==> config.mk <==
export PLATFORM = sky130hd
export DESIGN_NAME = unified_mem_arbiter
export DESIGN_NICKNAME = d
export VERILOG_FILES = /design/src/rtl/unified_mem_arbiter.sv
export SDC_FILE = /design/constraint.sdc
export NUM_CORES = 1
export LEC_CHECK = 0
export ABC_AREA = 1
export BUFFER_PORTS_ARGS = -buffer_cell sky130_fd_sc_hd__buf_4
export CORE_MARGIN = 5
export CORE_UTILIZATION = 49
export DETAILED_ROUTE_END_ITERATION = 10
export PLACE_DENSITY = 0.81
export SYNTH_ARGS = -nofsm -noshare
export SYNTH_HDL_FRONTEND = slang
export SYNTH_SLANG_ARGS = --single-unit
==> constraint.sdc <==
create_clock -name clk -period 1.65 [get_ports clk]
set_clock_uncertainty 0.2 [all_clocks]
set_input_delay 0.0825 -clock clk [delete_from_list [all_inputs] [get_ports clk]]
set_output_delay 0.0825 -clock clk [all_outputs]
set_load 0.01 [all_outputs]
==> src/rtl/unified_mem_arbiter.sv <==
// unified_mem_arbiter
// Shares one single-port memory between the fetch (IF) and data (DM) stages.
// One transaction runs at a time: the requester is sampled in IDLE, the memory
// port is driven for MEM_LAT cycles in BUSY, and a one-cycle ready pulse is
// issued in RESP. Under contention the grant alternates, and DM goes first
// after reset.
module unified_mem_arbiter #(
    parameter int ADDR_W  = 32,
    parameter int DATA_W  = 32,
    parameter int MEM_LAT = 2
) (
    input  logic              clk,
    input  logic              rst_n,
    input  logic              if_req,
    input  logic [ADDR_W-1:0] if_addr,
    output logic [DATA_W-1:0] if_rdata,
    output logic              if_ready,
    input  logic              dm_req,
    input  logic              dm_we,
    input  logic [ADDR_W-1:0] dm_addr,
    input  logic [DATA_W-1:0] dm_wdata,
    output logic [DATA_W-1:0] dm_rdata,
    output logic              dm_ready,
    output logic              stall_f,
    output logic              stall_m,
    output logic              mem_en,
    output logic              mem_we,
    output logic [ADDR_W-1:0] mem_addr,
    output logic [DATA_W-1:0] mem_wdata,
    input  logic [DATA_W-1:0] mem_rdata
);

    localparam int CNT_W = $clog2(MEM_LAT) + 1;
    localparam logic [CNT_W-1:0] CNT_LOAD = CNT_W'(MEM_LAT - 1);
    localparam logic [CNT_W-1:0] CNT_ZERO = {CNT_W{1'b0}};
    localparam logic GNT_IF = 1'b0;
    localparam logic GNT_DM = 1'b1;

    typedef enum logic [1:0] {
        ST_IDLE = 2'd0,
        ST_BUSY = 2'd1,
        ST_RESP = 2'd2
    } state_t;

    state_t            state_r;
    state_t            next_state_s;
    logic              grant_r;
    logic              last_grant_r;
    logic [ADDR_W-1:0] addr_r;
    logic              we_r;
    logic [DATA_W-1:0] wdata_r;
    logic [CNT_W-1:0]  cnt_r;
    logic [DATA_W-1:0] if_rdata_r;
    logic [DATA_W-1:0] dm_rdata_r;
    logic              if_ready_r;
    logic              dm_ready_r;
    logic              any_req_s;
    logic              pick_dm_s;
    logic              mem_en_s;
    logic              mem_we_s;
    logic [ADDR_W-1:0] mem_addr_s;
    logic [DATA_W-1:0] mem_wdata_s;

    // Arbitration: DM wins unless it had the previous grant and IF is waiting.
    always_comb begin
        any_req_s = if_req | dm_req;
        if (dm_req && if_req) begin
            pick_dm_s = (last_grant_r != GNT_DM);
        end else begin
            pick_dm_s = dm_req;
        end
    end

    // State register.
    always_ff @(posedge clk or negedge rst_n) begin
        if (!rst_n) begin
            state_r <= ST_IDLE;
        end else begin
            state_r <= next_state_s;
        end
    end

    // Next-state logic: sample in IDLE, count out the latency in BUSY, one RESP cycle.
    always_comb begin
        next_state_s = state_r;
        case (state_r)
            ST_IDLE: begin
                if (any_req_s) begin
                    next_state_s = ST_BUSY;
                end else begin
                    next_state_s = ST_IDLE;
                end
            end
            ST_BUSY: begin
                if (cnt_r == CNT_ZERO) begin
                    next_state_s = ST_RESP;
                end else begin
                    next_state_s = ST_BUSY;
                end
            end
            ST_RESP: next_state_s = ST_IDLE;
            default: next_state_s = ST_IDLE;
        endcase
    end

    // Memory port outputs: driven from the latched transaction only while BUSY, else zero.
    always_comb begin
        mem_en_s    = 1'b0;
        mem_we_s    = 1'b0;
        mem_addr_s  = {ADDR_W{1'b0}};
        mem_wdata_s = {DATA_W{1'b0}};
        case (state_r)
            ST_BUSY: begin
                mem_en_s    = 1'b1;
                mem_we_s    = we_r & (grant_r == GNT_DM);
                mem_addr_s  = addr_r;
                mem_wdata_s = wdata_r;
            end
            default: begin
                mem_en_s    = 1'b0;
                mem_we_s    = 1'b0;
                mem_addr_s  = {ADDR_W{1'b0}};
                mem_wdata_s = {DATA_W{1'b0}};
            end
        endcase
    end

    // Transaction latches, latency counter, read-data capture and ready pulses.
    always_ff @(posedge clk or negedge rst_n) begin
        if (!rst_n) begin
            grant_r      <= GNT_IF;
            last_grant_r <= GNT_IF;
            addr_r       <= {ADDR_W{1'b0}};
            we_r         <= 1'b0;
            wdata_r      <= {DATA_W{1'b0}};
            cnt_r        <= CNT_ZERO;
            if_rdata_r   <= {DATA_W{1'b0}};
            dm_rdata_r   <= {DATA_W{1'b0}};
            if_ready_r   <= 1'b0;
            dm_ready_r   <= 1'b0;
        end else begin
            if_ready_r <= 1'b0;
            dm_ready_r <= 1'b0;
            if ((state_r == ST_IDLE) && any_req_s) begin
                grant_r      <= pick_dm_s;
                last_grant_r <= pick_dm_s;
                addr_r       <= pick_dm_s ? dm_addr : if_addr;
                we_r         <= pick_dm_s & dm_we;
                wdata_r      <= pick_dm_s ? dm_wdata : {DATA_W{1'b0}};
                cnt_r        <= CNT_LOAD;
            end else if (state_r == ST_BUSY) begin
                if (cnt_r == CNT_ZERO) begin
                    if (grant_r == GNT_DM) begin
                        dm_ready_r <= 1'b1;
                        // A store leaves the load-data register untouched.
                        if (!we_r) begin
                            dm_rdata_r <= mem_rdata;
                        end else begin
                            dm_rdata_r <= dm_rdata_r;
                        end
                    end else begin
                        if_ready_r <= 1'b1;
                        if_rdata_r <= mem_rdata;
                    end
                end else begin
                    cnt_r <= cnt_r - {{(CNT_W-1){1'b0}}, 1'b1};
                end
            end else begin
                cnt_r <= cnt_r;
            end
        end
    end

    assign if_rdata  = if_rdata_r;
    assign dm_rdata  = dm_rdata_r;
    assign if_ready  = if_ready_r;
    assign dm_ready  = dm_ready_r;
    assign stall_f   = if_req & ~if_ready_r;
    assign stall_m   = dm_req & ~dm_ready_r;
    assign mem_en    = mem_en_s;
    assign mem_we    = mem_we_s;
    assign mem_addr  = mem_addr_s;
    assign mem_wdata = mem_wdata_s;

endmodule

==> flow_summary_export.csv <==
group,metric,value,unit
floorplanning,num_io_pins,267,
routing,drtAntennaViolNets,0,
logic_synthesis,synth_commonest_cells,"nand2_1, inv_1, dfrtp_1, nand3_1, nor2_1",
critical_path,crit_path_max_fanout,20,
floorplanning,initial_core_util,0.494,
critical_path,crit_required,1.37,ns
power_and_ir_drop,p_leak,6.03,nW
critical_path,cp_slowest_stage_delay,0.41,ns
sta,slew_headroom,0.734,
floorplanning,die_w,125,um
global_routing,antenna_found_initial,0,
critical_path,slowest_stage,"dfrtp_1",
logic_synthesis,ys_warn_count,0,
logic_synthesis,synth_top_area_share,0.527,
floorplanning,die_h,125,um
cts,cts-root-buf,"clkbuf_16",
worst_hold_path,hold_path.class,"in2reg",
cells_and_area,syn2layout_area_growth,71.7,%
floorplanning,core,13100,um2
power_and_ir_drop,power.density,1820,nW/um2
critical_path,arrival,1.50,ns
cts,cts_buffers,17,
cts,insertion_delay,0.41,ns
sta,fin_hold_ws,0.171,ns
sta,setup_violations,65,
logic_synthesis,synthTopCellsByArea,"dfrtp_1, nand2_1, inv_1, nand3_1, nor2_1",
global_routing,busiest_layer,"met2",
logic_synthesis,synthXorXnorAreaFrac,0,
run,maxCapViolations,0,
critical_path,path_buf_inv,3,
global_routing,grt_pass1_vias,7928,
critical_path,crit_family,"buffers and inverters",
logic_synthesis,synth.area.mux_share,0,
logic_synthesis,ys_types,20,
sta,grt_setup_unrepaired,"true",
critical_path,end_kind,"output pin",
logic_synthesis,ys_seq_area_frac,0.527,
routing,via_per_inst,5.33,
global_routing,grt_use_met2,0.523,
logic_synthesis,synth-compound-area-share,0.0269,
logic_synthesis,synthSimpleGateAreaFrac,0.320,
outcome,status,"finished, violations left",
routing,wl_per_cell,18.4,um
global_routing,grt_pass1_wl,40600,um
critical_path,crit_chain,"inv_4 > nand2_8 > buf_16 > nor2_1 > buf_4",
logic_synthesis,synth.avg_cell_area,7.40,um2
global_routing,grt_usage,0.319,
sta,hold_viol_final,0,
critical_path,start_kind,"register",
placement,dp_hpwl,13700,um
cells_and_area,diodes,0,
global_routing,use_met3,0.0965,
sta,max_freq,0.561,GHz
cells_and_area,drive_gt1_frac,0.309,
global_routing,grt_max_degree,40,
sta,finalSetupTns,-3.78,ns
cts,cts_tree,"done",
floorplanning,die_area,15600,um2
logic_synthesis,synth_edf_count,0,
logic_synthesis,netlist_area,6460,um2
logic_synthesis,syn_nets,1008,
global_routing,grt.overflow.total,0,
logic_synthesis,synthCells,873,
placement,port_buffers,266,
logic_synthesis,synthAdderAreaFrac,0.00387,
logic_synthesis,yosys_most_used_dff,"dfrtp_1",
cts,clk_pin_slew_worst_paths,0.06,ns
logic_synthesis,synth_top_area_cell,"dfrtp_1",
outcome,violations,"negative setup slack",
critical_path,path_class,"reg2out",
logic_synthesis,synth-seq-cells,136,
logic_synthesis,synth_top_family_by_area,"simple AND/OR/NAND/NOR gates",
routing,dr.first_iter.drc_count,841,
routing,drc_errors,0,
sta,worst_pin_slew,0.399,ns
global_routing,met1_usage,0.390,
logic_synthesis,synth-async-reset-ratio,1.00,
cells_and_area,finish.instance_area,11100,um2
sta,finalWorstSetupSlack,-0.131,ns
floorplanning,rows,42,
routing,routed_wl,27000,um
cts,htree_levels,4,
power_and_ir_drop,p_total,0.0202,W
sta,drv_slew,0,
sta,period_minus_slack,1.78,ns
cts,clk_path_buf_depth,2,
routing,vias,7814,
placement,dpl_cell_area,8760,um2
cts,cts_sinks,136,
logic_synthesis,synth.most_common_cell,"nand2_1",
sta,fin_crit_sh,1.08,
placement,place_inst,1289,
power_and_ir_drop,peakVddDrop,1.14,mV
cells_and_area,stdcell_count,1466,
routing,firstDrtPassIters,6,
placement,gp_congestion,0.869,
cells_and_area,nets,1412,
==> state kept, by name, indices dropped and copies added (netlist names) <==
name          cells
if_rdata         32
last_grant_r      1
wdata_r          32
we_r              1
addr_r           32
state_r           2
dm_rdata         32
if_ready          1
dm_ready          1
cnt_r             2
==> layout by cell type (no fill, tap or decap), types with 21 or more instances in the layout <==
| cell type | instances |
|---|---|
| nor2_1 | 22 |
| nand3_1 | 99 |
| dfrtp_1 | 135 |
| clkbuf_16 | 22 |
| nand2_1 | 331 |
| dlygate4sd3_1 | 134 |
| nor2_2 | 48 |
| o21ai_0 | 21 |
| buf_4 | 271 |
| inv_1 | 136 |
==> per-stage QoR <==
stage / util / setup slack [ns]
2_1_floorplan: - / 0.179
3_3_place_gp: 0.669 / 0.129
3_5_place_dp: 0.669 / 0.0430
4_1_cts: 0.824 / -0.0873
5_1_grt: 0.847 / -0.188
6_report: 0.847 / -0.131
==> layer usage <==
metal  share of wire  up-vias
met4           0.051        0
li1                -     3418
met2            0.49      594
met3            0.10      139
met5               0        -
met1            0.36     3663
==> worst register-to-register path, cell delays in order, from the launching register on <==
cell,delay (ns)
dfrtp_1,0.40
inv_2,0.08
ha_2,0.20
nand2_2,0.10
nor2_4,0.22
clkbuf_16,0.22
nand2_1,0.07
nand2_1,0.08
==> timing repair <==
item                                   in CTS  in global routing
setup endpoints to repair                  65                130
pin swaps                                   0                  2
hold buffers                              134                  0
cloned                                      2                  6
gates resized for setup                    19                 58
buffers inserted                            2                  1
endpoints found under the hold margin     267                  0
==> where the power goes <==
| part | switching [W] | internal, W | leakage [nW] | total (W) |
|---|---|---|---|---|
| Combinational | 0.00591 | 0.00460 | 4.09 | 0.0105 |
| Clock | 0.00155 | 0.00210 | 0.260 | 0.00365 |
| Sequential | 0.00105 | 0.00501 | 1.68 | 0.00605 |
| Total | 0.00851 | 0.0117 | 6.03 | 0.0202 |
==> cell type report <==
type	instances	area, um2
Fill cell	676	2000
Inverter	141	534
Timing Repair Buffer	434	3910
Clock buffer	17	425
Tap cell	176	220
Clock inverter	15	141
Sequential cell	136	3400
Multi-Input combinational cell	547	2450
==> path summary, 6_finish.rpt <==
check | cells after the start | endpoint | slack (ns) | startpoint
max | 5 | mem_wdata[19] | -0.13 | state_r[1]
min | 5 | addr_r[12] | 0.17 | dm_req
max reg2reg | 7 | dm_rdata[21] | 0.03 | cnt_r[0]
min reg2reg | 2 | addr_r[13] | 0.28 | addr_r[13]
max in group asynchronous | 4 | dm_rdata[16] | 0.16 | rst_n
min in group asynchronous | 3 | wdata_r[19] | 0.54 | rst_n
==> logic make-up (layout without fill, tap and decap cells) <==
logic type,Yosys count,count (layout)
AO/OA/AOI/OAI,34,34
adder cells (fa/ha/maj),2,2
buffers and inverters,190,607
flip-flops,136,136
AND/OR/NAND/NOR,511,511
No activity file was read; power rests on OpenSTA's default activity.
